**src/rtl/ps2_scancode_rx.sv**
```systemverilog
// PS/2 keyboard scan-code receiver.
// Oversamples the asynchronous PS/2 clock/data pins in the CLOCK_50 domain,
// frames 11-bit PS/2 words (start, 8 data LSB-first, odd parity, stop),
// abandons stalled frames after TIMEOUT_CYCLES, and decodes E0/F0 prefixes
// into the most recent make code on keyval for the hex-display stage.
//
// Handshake note: there is no valid/ready pair on the output side. keyval,
// extended and key_down are level outputs held between updates and may be
// sampled at any time; code_valid and frame_err are single-cycle event pulses
// with no back-pressure.
module ps2_scancode_rx #(
   parameter int TIMEOUT_CYCLES = 100000
) (
   input  logic       CLOCK_50,
   input  logic       resetn,
   input  logic       PS2_CLK,
   input  logic       PS2_DAT,
   output logic [7:0] keyval,
   output logic       extended,
   output logic       key_down,
   output logic       code_valid,
   output logic       frame_err,
   output logic [1:0] dbg_state
);

   localparam int CW = (TIMEOUT_CYCLES > 1) ? $clog2(TIMEOUT_CYCLES) : 1;
   localparam logic [CW-1:0] TO_MAX = CW'(TIMEOUT_CYCLES - 1);

   typedef enum logic [1:0] {
      ST_IDLE   = 2'd0,
      ST_DATA   = 2'd1,
      ST_PARITY = 2'd2,
      ST_STOP   = 2'd3
   } state_t;

   // Input conditioning flops
   logic clk_s1_q, clk_s2_q, clk_prev_q;
   logic dat_s1_q, dat_s2_q;

   // Frame receiver state
   state_t        state_q, state_d;
   logic [2:0]    bit_cnt_q, bit_cnt_d;
   logic [7:0]    shift_q, shift_d;
   logic          parity_q, parity_d;
   logic [CW-1:0] to_cnt_q, to_cnt_d;
   logic          byte_done_q, byte_done_d;
   logic [7:0]    byte_q, byte_d;
   logic          frame_err_q, frame_err_d;

   // Decoder state
   logic          ext_pend_q, ext_pend_d;
   logic          brk_pend_q, brk_pend_d;
   logic [7:0]    keyval_q, keyval_d;
   logic          extended_q, extended_d;
   logic          key_down_q, key_down_d;
   logic          code_valid_q, code_valid_d;

   logic fall;
   logic bit_in;
   logic timeout;
   logic is_status;

   assign fall      = clk_prev_q & ~clk_s2_q;
   assign bit_in    = dat_s2_q;
   assign timeout   = (state_q != ST_IDLE) && (to_cnt_q == TO_MAX);
   assign is_status = (byte_q == 8'hAA) || (byte_q == 8'hFA) || (byte_q == 8'hEE);

   // Two-stage synchronizers plus previous-clock register; all preset to 1 (idle)
   always_ff @(posedge CLOCK_50 or negedge resetn) begin
      if (!resetn) begin
         clk_s1_q   <= 1'b1;
         clk_s2_q   <= 1'b1;
         clk_prev_q <= 1'b1;
         dat_s1_q   <= 1'b1;
         dat_s2_q   <= 1'b1;
      end else begin
         clk_s1_q   <= PS2_CLK;
         clk_s2_q   <= clk_s1_q;
         clk_prev_q <= clk_s2_q;
         dat_s1_q   <= PS2_DAT;
         dat_s2_q   <= dat_s1_q;
      end
   end

   // Frame FSM next-state: start/data/parity/stop sequencing and timeout abort
   always_comb begin
      state_d     = state_q;
      bit_cnt_d   = bit_cnt_q;
      shift_d     = shift_q;
      parity_d    = parity_q;
      byte_done_d = 1'b0;
      byte_d      = byte_q;
      frame_err_d = 1'b0;
      if (timeout) begin
         state_d     = ST_IDLE;
         frame_err_d = 1'b1;
      end else if (fall) begin
         case (state_q)
            ST_IDLE: begin
               // A high bit while idle is treated as noise and ignored
               if (!bit_in) begin
                  state_d   = ST_DATA;
                  bit_cnt_d = 3'd0;
               end
            end
            ST_DATA: begin
               shift_d   = {bit_in, shift_q[7:1]};
               bit_cnt_d = bit_cnt_q + 3'd1;
               if (bit_cnt_q == 3'd7) state_d = ST_PARITY;
            end
            ST_PARITY: begin
               parity_d = bit_in;
               state_d  = ST_STOP;
            end
            ST_STOP: begin
               state_d = ST_IDLE;
               if (bit_in && (^{shift_q, parity_q})) begin
                  byte_done_d = 1'b1;
                  byte_d      = shift_q;
               end else begin
                  frame_err_d = 1'b1;
               end
            end
            default: state_d = ST_IDLE;
         endcase
      end
   end

   // Inactivity counter: cleared on each PS/2 edge and while idle, saturating
   always_comb begin
      to_cnt_d = to_cnt_q;
      if (fall || (state_q == ST_IDLE)) begin
         to_cnt_d = '0;
      end else if (to_cnt_q != TO_MAX) begin
         to_cnt_d = to_cnt_q + CW'(1);
      end
   end

   // Frame receiver registers
   always_ff @(posedge CLOCK_50 or negedge resetn) begin
      if (!resetn) begin
         state_q     <= ST_IDLE;
         bit_cnt_q   <= 3'd0;
         shift_q     <= 8'h00;
         parity_q    <= 1'b0;
         to_cnt_q    <= '0;
         byte_done_q <= 1'b0;
         byte_q      <= 8'h00;
         frame_err_q <= 1'b0;
      end else begin
         state_q     <= state_d;
         bit_cnt_q   <= bit_cnt_d;
         shift_q     <= shift_d;
         parity_q    <= parity_d;
         to_cnt_q    <= to_cnt_d;
         byte_done_q <= byte_done_d;
         byte_q      <= byte_d;
         frame_err_q <= frame_err_d;
      end
   end

   // Scan-code decoder: prefix flags, break matching, status filtering, make codes
   always_comb begin
      ext_pend_d   = ext_pend_q;
      brk_pend_d   = brk_pend_q;
      keyval_d     = keyval_q;
      extended_d   = extended_q;
      key_down_d   = key_down_q;
      code_valid_d = 1'b0;
      if (byte_done_q) begin
         if (byte_q == 8'hE0) begin
            ext_pend_d = 1'b1;
         end else if (byte_q == 8'hF0) begin
            brk_pend_d = 1'b1;
         end else if (brk_pend_q) begin
            // Release only clears key_down if it names the key currently shown
            if ({ext_pend_q, byte_q} == {extended_q, keyval_q}) key_down_d = 1'b0;
            ext_pend_d = 1'b0;
            brk_pend_d = 1'b0;
         end else if (!(is_status && !ext_pend_q)) begin
            keyval_d     = byte_q;
            extended_d   = ext_pend_q;
            key_down_d   = 1'b1;
            code_valid_d = 1'b1;
            ext_pend_d   = 1'b0;
            brk_pend_d   = 1'b0;
         end
      end
   end

   // Decoder registers
   always_ff @(posedge CLOCK_50 or negedge resetn) begin
      if (!resetn) begin
         ext_pend_q   <= 1'b0;
         brk_pend_q   <= 1'b0;
         keyval_q     <= 8'h00;
         extended_q   <= 1'b0;
         key_down_q   <= 1'b0;
         code_valid_q <= 1'b0;
      end else begin
         ext_pend_q   <= ext_pend_d;
         brk_pend_q   <= brk_pend_d;
         keyval_q     <= keyval_d;
         extended_q   <= extended_d;
         key_down_q   <= key_down_d;
         code_valid_q <= code_valid_d;
      end
   end

   assign keyval     = keyval_q;
   assign extended   = extended_q;
   assign key_down   = key_down_q;
   assign code_valid = code_valid_q;
   assign frame_err  = frame_err_q;
   assign dbg_state  = state_q;

endmodule

```
**config.mk**
```make
export PLATFORM = sky130hd
export DESIGN_NAME = ps2_scancode_rx
export DESIGN_NICKNAME = d
export VERILOG_FILES = /design/src/rtl/ps2_scancode_rx.sv
export SDC_FILE = /design/constraint.sdc
export NUM_CORES = 1
export LEC_CHECK = 0
export BUFFER_PORTS_ARGS = -buffer_cell sky130_fd_sc_hd__buf_4
export CORE_MARGIN = 2
export CORE_UTILIZATION = 35
export CTS_BUF_LIST = sky130_fd_sc_hd__clkbuf_8 sky130_fd_sc_hd__clkbuf_16
export DETAILED_ROUTE_END_ITERATION = 10
export SYNTH_ARGS = -nofsm -noshare
export SYNTH_HDL_FRONTEND = slang
export SYNTH_SLANG_ARGS = --single-unit
```
**constraint.sdc**
```tcl
create_clock -name CLOCK_50 -period 4.41 [get_ports CLOCK_50]
set_input_delay 0.2205 -clock CLOCK_50 [delete_from_list [all_inputs] [get_ports CLOCK_50]]
set_output_delay 0.2205 -clock CLOCK_50 [all_outputs]
set_load 0.1 [all_outputs]
```
==> results.toml, run 1 <==
[clock_network]
cts_buffer_depth = 2
insertion_delay_ps = 350
htreeDepth = 3
cts_tree = "done"
cts_post_setup_buffers_inserted = 0
clk_transition_reported_paths_ps = 70
cts.root.buffer_cell = "sky130_fd_sc_hd__clkbuf_8"
cts-buffers-inserted = 9
clock_sink_count = 59

[die]
dieWidth_um = 95.1
coreArea_um2 = 8130
effective_utilization_at_floorplan_pct = 35.7
die_area_um2 = 9040
io_pins = 18
dieHeight_um = 95.1
rows = 33

[timing]
max-slew-margin-rel_pct = 47.9
fin_crit_sh_pct = 52.4
setup_viol = 0
clock.fmax_mhz = 433
transition_at_the_pin_with_the_smallest_max_transition_slack_ps = 774
clock_skew_ps = 10.1
finalSetupTns_ps = 0
finalCriticalPeriod_ps = 2310
final_max_slew_viol_count = 0
report.final.hold_viol_count = 0
rsz0062_at_grt = "false"

[placed_design]
portBuffers = 17
gp_weighted_congestion = 0.721
hpwlAfterDp_mm = 3.38

[logic_synthesis]
synth_area_leaders = "sky130_fd_sc_hd__dfrtp_1 (47%), sky130_fd_sc_hd__mux2_2 (10%), sky130_fd_sc_hd__xor2_1 (6.0%), sky130_fd_sc_hd__dfstp_2 (4.5%), sky130_fd_sc_hd__ha_1 (3.4%)"
synth_edf_count = 0
avgSynthCellArea_um2 = 11.7
netlist_area_pre_place_um2 = 2900
postSynthCellCount = 249
yosysTopAreaCellShare_pct = 46.6
synth.distinct_cells = 41
synth.yosys.seq_area_share_pct = 51.1
synthDominantAreaCellType = "sky130_fd_sc_hd__dfrtp_1"
main_flop_type_after_synthesis = "sky130_fd_sc_hd__dfrtp_1"
synthesis.nets = 261
ff_latch_count_synth = 59
ys_async_sr_fraction_pct = 100
synth-warning-count = 0

[routing]
met2WireLength_mm = 2.60
met1Wirelength_mm = 2.28
ant_nets = 0
met3_wirelength_um = 184
routed-via-count = 1871
post_drt_via_cell_ratio = 4.90
drtPass1Iterations = 4
drt_drc_violations_left = 0
wl_per_cell_um = 13.5
iteration_0_drc_markers = 49
wirelength_mm = 5.18
maxUsedRoutingLayer = "met4"

[grt]
grt_start_max_net_pins = 60
globalRoute.totalOverflow = 0
via_count_of_the_first_global_routing_pass = 1943
grt_first_pass_wirelength_mm = 9.14
groute.usage.overall_pct = 13.4
number_of_antenna_violations_at_the_first_check_in_global_routing = 0

[power_and_ir_drop]
total_leakage_power_nw = 1.60
power.share.switching_pct = 38.5
pwr-share-comb_pct = 36.9
worst_ir_drop_vdd_uv = 197
total_switching_power_w = 0.000831
cell_internal_pwr_w = 0.00132
clk_network_pwr_share_pct = 26.0
power-per-cell-area_nw_per_um2 = 641
totalPowerFinal_w = 0.00216
seqPwrFrac_pct = 37.1

[run]
max-cap-violations = 0

[worst_setup_path]
critical_path.startpoint_type = "flop"
r2r_slack_ps = 2100
critPathRequiredTime_ps = 4650
worstSetupEndpointType = "flop"
crit_path_category = "flop to flop"
crit_path_max_fanout = 9
worst-endpoint-arrival_ps = 2550

[finish]
fill_cells = 763
final_layout_size_suffix_gt1_share_pct = 26.0
antenna-diode-count = 0
finalNetCount = 284
synthesis_to_layout_area_growth_pct = 15.9

[outcome]
outcome = "finished, final reports clean"

[min_path]
hold_path.class = "flop to flop"
[cell usage after synthesis (all sizes together) (5+ instances only)]
cell type and number:
ha 8, mux2 26, clkbuf 6, xnor2 9, dfrtp 54, nand3 11, dfstp 5, inv 9
o21ai 14, a21oi 8, nor2 24, nand2 7, xor2 20
[state kept, by name, indices dropped and copies added, names as in the netlist]
signal,flops
bit_cnt_q,3
bit_in,1
brk_pend_q,1
byte_done_q,1
byte_q,8
clk_prev_q,1
clk_s1_q,1
clk_s2_q,1
code_valid,1
dat_s1_q,1
dbg_state,2
ext_pend_q,1
extended,1
frame_err,1
key_down,1
keyval,8
parity_q,1
shift_q,8
to_cnt_q,17
[path summary, 6_finish.rpt]
| path | from | to | cells past startpoint |
|---|---|---|---|
| setup / recovery | shift_q[1] | byte_q[1] | 5 |
| hold / removal | dat_s1_q | bit_in | 0 |
| setup reg to reg | shift_q[1] | byte_q[1] | 5 |
| hold reg to reg | dat_s1_q | bit_in | 0 |
| max in group asynchronous | resetn | to_cnt_q[0] | 2 |
| min in group asynchronous | resetn | shift_q[2] | 2 |
[per-stage QoR]
stage          std cells  utilization [%]  area, um^2  setup WS (ps)  hold WS (ps)
6_report             382             41.3        3360           2100           351
5_1_grt              382             41.3        3360           1930           358
4_1_cts              382             41.3        3360           2050           357
3_5_place_dp         363             38.2        3110           2070           330
3_3_place_gp         363             38.2        3110           2130           329
2_1_floorplan        249                -        2900           1840         -75.1
[power by group through the flow]
| stage | Combinational (W) | Sequential, W | Clock [W] |
|---|---|---|---|
| after global placement | 0.000788 | 0.000802 | 0 |
| final | 0.000795 | 0.000799 | 0.000561 |
| after CTS | 0.000804 | 0.000800 | 0.000579 |
| after global routing | 0.000860 | 0.000821 | 0.000601 |
| after detailed placement | 0.000796 | 0.000809 | 0 |
| after floorplan | 0.000444 | 0.00101 | 0 |
[worst max-delay path: stages (launching register included)]
cell and delay, ps:
sky130_fd_sc_hd__dfrtp_1 420, sky130_fd_sc_hd__xnor2_1 170, sky130_fd_sc_hd__xnor3_1 410, sky130_fd_sc_hd__xnor2_1 190, sky130_fd_sc_hd__nor3b_2 600, sky130_fd_sc_hd__mux2_2 410
[final cells by class]
type | instances | area [um^2] | share of cell area, %
flip-flops and latches | 59 | 1480 | 44.1
multi-input cells | 172 | 1320 | 39.3
repair buffers | 21 | 165 | 4.91
clock buffers | 11 | 151 | 4.50
well taps | 105 | 131 | 3.91
clock inverters | 5 | 76.3 | 2.27
inverters | 9 | 33.8 | 1.00
[cell families after synthesis]
kind of cell	after synthesis	synth area share, %
xor+xnor	30	9.53
compound gates	33	6.85
mux	28	10.8
buf+inv	18	3.36
simple gates	73	15.0
flops	59	51.1
fa+ha+maj	8	3.45
[repair_timing]
item	CTS	global route
resized for setup	0	0
hold buffers	3	0
setup endpoints to repair	0	0
hold endpoints to repair	56	0
[routing by layer]
| metal | vias up | global-route usage, % |
|---|---|---|
| met4 | 0 | 7.49 |
| li1 | 912 | - |
| met3 | 9 | 4.27 |
| met5 | - | 0 |
| met2 | 30 | 22.2 |
| met1 | 920 | 15.3 |
[cells in the final DEF, fill, tap and decap left out, types with 2 or more instances in the layout]
cell,netlist,final
sky130_fd_sc_hd__dfrtp_1,54,54
sky130_fd_sc_hd__mux2_2,26,26
sky130_fd_sc_hd__nor2_1,24,24
sky130_fd_sc_hd__xor2_1,20,20
sky130_fd_sc_hd__buf_4,0,18
sky130_fd_sc_hd__o21ai_0,14,14
sky130_fd_sc_hd__clkbuf_8,2,11
sky130_fd_sc_hd__inv_1,9,10
sky130_fd_sc_hd__nand3_1,10,10
sky130_fd_sc_hd__xnor2_1,9,9
sky130_fd_sc_hd__a21oi_1,8,8
sky130_fd_sc_hd__ha_1,8,8
sky130_fd_sc_hd__nand2_1,7,7
sky130_fd_sc_hd__dfstp_2,5,5
sky130_fd_sc_hd__nor2b_1,4,4
sky130_fd_sc_hd__and3_1,4,4
sky130_fd_sc_hd__o2111ai_1,4,4
sky130_fd_sc_hd__nor4_1,4,4
sky130_fd_sc_hd__nand4_1,3,3
sky130_fd_sc_hd__nor3_1,3,3
sky130_fd_sc_hd__dlygate4sd3_1,0,3
sky130_fd_sc_hd__nor3b_2,2,2
sky130_fd_sc_hd__nand3b_1,2,2
sky130_fd_sc_hd__nand2b_1,2,2
sky130_fd_sc_hd__o211ai_1,2,2
sky130_fd_sc_hd__mux2i_1,2,2
sky130_fd_sc_hd__bufinv_16,0,2
(Power assumes the default switching activity.)
==> run 2: changes to the inputs <==
==> constraint.sdc (replaced) <==
create_clock -name CLOCK_50 -period 2 [get_ports CLOCK_50]
set_input_delay 0.1 -clock CLOCK_50 [delete_from_list [all_inputs] [get_ports CLOCK_50]]
set_output_delay 0.1 -clock CLOCK_50 [all_outputs]
set_load 0.1 [all_outputs]
==> run 2 against run 1 <==
Against the previous run: routed wire length up 2.6%; clock skew up 1.9 ps; cell count up 5.8%; highest routed layer unchanged.
==> results.toml, run 2 (same netlist as run 1, synthesis figures left out) <==
[clock_network]
htreeDepth = 3
cts.root.buffer_cell = "sky130_fd_sc_hd__clkbuf_8"
clock_sink_count = 59
cts-buffers-inserted = 9
insertion_delay_ps = 330
cts_tree = "done"
cts_buffer_depth = 2
clk_transition_reported_paths_ps = 60

[finish]
finish.utilization_pct = 43.3
antenna-diode-count = 0
final_cell_mix = "sky130_fd_sc_hd__dfrtp_1 (52), sky130_fd_sc_hd__buf_4 (39), sky130_fd_sc_hd__mux2_2 (26), sky130_fd_sc_hd__nor2_1 (24), sky130_fd_sc_hd__xor2_1 (20)"
fill_cells = 753
final_layout_size_suffix_gt1_share_pct = 33.8
finalNetCount = 306
synthesis_to_layout_area_growth_pct = 21.4
registers.top_by_ff_count = "to_cnt_q"
layout.cells.most_common = "sky130_fd_sc_hd__dfrtp_1"
largest_reg_flops = 17

[timing]
setup_viol = 0
final_max_slew_viol_count = 0
clock.fmax_mhz = 510
report.final.hold_viol_count = 0
clock_skew_ps = 12.0
rsz0062_at_grt = "true"
finalSetupTns_ps = 0
fin_crit_sh_pct = 98.1
finalCriticalPeriod_ps = 1960
transition_at_the_pin_with_the_smallest_max_transition_slack_ps = 640
max-slew-margin-rel_pct = 57.3

[die]
dieWidth_um = 95.1
rows = 33
dieHeight_um = 95.1
effective_utilization_at_floorplan_pct = 35.7
die_area_um2 = 9040
io_pins = 18
coreArea_um2 = 8130

[power_and_ir_drop]
worst_ir_drop_vdd_uv = 592
total_leakage_power_nw = 1.70
power-per-cell-area_nw_per_um2 = 1390

[grt]
grt_first_pass_wirelength_mm = 9.16
number_of_antenna_violations_at_the_first_check_in_global_routing = 0
via_count_of_the_first_global_routing_pass = 1952
grt_start_max_net_pins = 51
globalRoute.totalOverflow = 0
groute.usage.overall_pct = 13.3

[routing]
iteration_0_drc_markers = 37
drtPass1Iterations = 4
drt_drc_violations_left = 0
ant_nets = 0
wl_per_cell_um = 13.1
routed-via-count = 1944
post_drt_via_cell_ratio = 4.81
wirelength_mm = 5.31

[worst_setup_path]
critPathRequiredTime_ps = 2210
worstRegToRegCells = 6
critical_path.startpoint_type = "flop"
r2r_slack_ps = 40
crit_path_max_fanout = 9
crit_path_category = "flop to flop"
worst-endpoint-arrival_ps = 2170
regToRegEndpoint = "byte_q[6]"
worstSetupEndpointType = "flop"
timing.rr.start = "shift_q[1]"

[placed_design]
gp_weighted_congestion = 0.770
portBuffers = 17
hpwlAfterDp_mm = 3.72

[outcome]
outcome = "finished, final reports clean"

[min_path]
hold_path.class = "input port to asynchronous set/reset pin"

[run]
max-cap-violations = 0
run 2: changes by cell type in the layout (fill, tap and decap cells not counted), moves of 2 or more:
cell	delta
sky130_fd_sc_hd__clkbuf_8	+2
sky130_fd_sc_hd__bufinv_16	-2
sky130_fd_sc_hd__inv_1	-3
sky130_fd_sc_hd__dfrtp_1	-2
sky130_fd_sc_hd__dfrtp_4	+2
sky130_fd_sc_hd__buf_4	+21
run 2: stage by stage:
step	total power (W)	cell area [um^2]	instances	setup slack, ps	hold slack [ps]
floorplan	0.00322	2920	249	4.24	-196
global placement	0.00379	3280	385	45.8	179
detailed placement	0.00381	3280	385	8.52	175
CTS	0.00489	3520	404	15.2	352
global route	0.00521	3520	404	-74.7	367
finish	0.00489	3520	404	38.2	341
run 2: layout make-up:
| cell class | count | area [um^2] | share of cell area, % |
|---|---|---|---|
| clock buffer | 13 | 179 | 5.08 |
| sequential | 59 | 1490 | 42.3 |
| multi-input combinational | 172 | 1330 | 37.8 |
| inverter | 9 | 36.3 | 1.03 |
| tap | 105 | 131 | 3.73 |
| clock inverter | 3 | 20.0 | 0.568 |
| timing repair buffer | 43 | 334 | 9.48 |
run 2: how the worst max path moves through the flow:
stage | cells past startpoint | slack, ps | startpoint | to
floorplan | 6 | 4 | dbg_state[1] | shift_q[0]
global placement | 6 | 50 | shift_q[1] | byte_q[4]
detailed placement | 6 | 9 | shift_q[1] | byte_q[1]
CTS | 6 | 20 | shift_q[1] | byte_q[6]
global route | 6 | -70 | shift_q[1] | byte_q[6]
finish | 6 | 40 | shift_q[1] | byte_q[6]
run 2: timing repair:
action | 4_1_cts | 5_1_grt
resized for setup | 1 | 2
buffers inserted | 0 | 0
endpoints found under the hold margin | 45 | 0
hold buffers | 3 | 0
pin swaps | 1 | 0
setup endpoints to repair | 4 | 11
run 2: critical path: stages, from the launching register on:
cell	delay (ps)
sky130_fd_sc_hd__dfrtp_1	390
sky130_fd_sc_hd__xnor2_1	150
sky130_fd_sc_hd__xnor3_1	450
sky130_fd_sc_hd__xnor2_2	150
sky130_fd_sc_hd__nor3b_2	200
sky130_fd_sc_hd__buf_6	160
sky130_fd_sc_hd__mux2_2	330
run 2: layer usage:
metal  part of all wire [%]  wire [um]  track usage [%]  up-vias
met4                    1.3         68             5.07        0
met1                     45       2380             16.0      943
met2                     50       2680             22.4       32
li1                       -          -                -      963
met3                    3.4        180             4.03        6
met5                      0          0                0        -
run 2: power breakdown:
part / total (W) / internal [W] / switching [W]
Combinational: 0.00210 / 0.000934 / 0.00117
Clock: 0.00104 / 0.000583 / 0.000458
Sequential: 0.00175 / 0.00148 / 0.000270
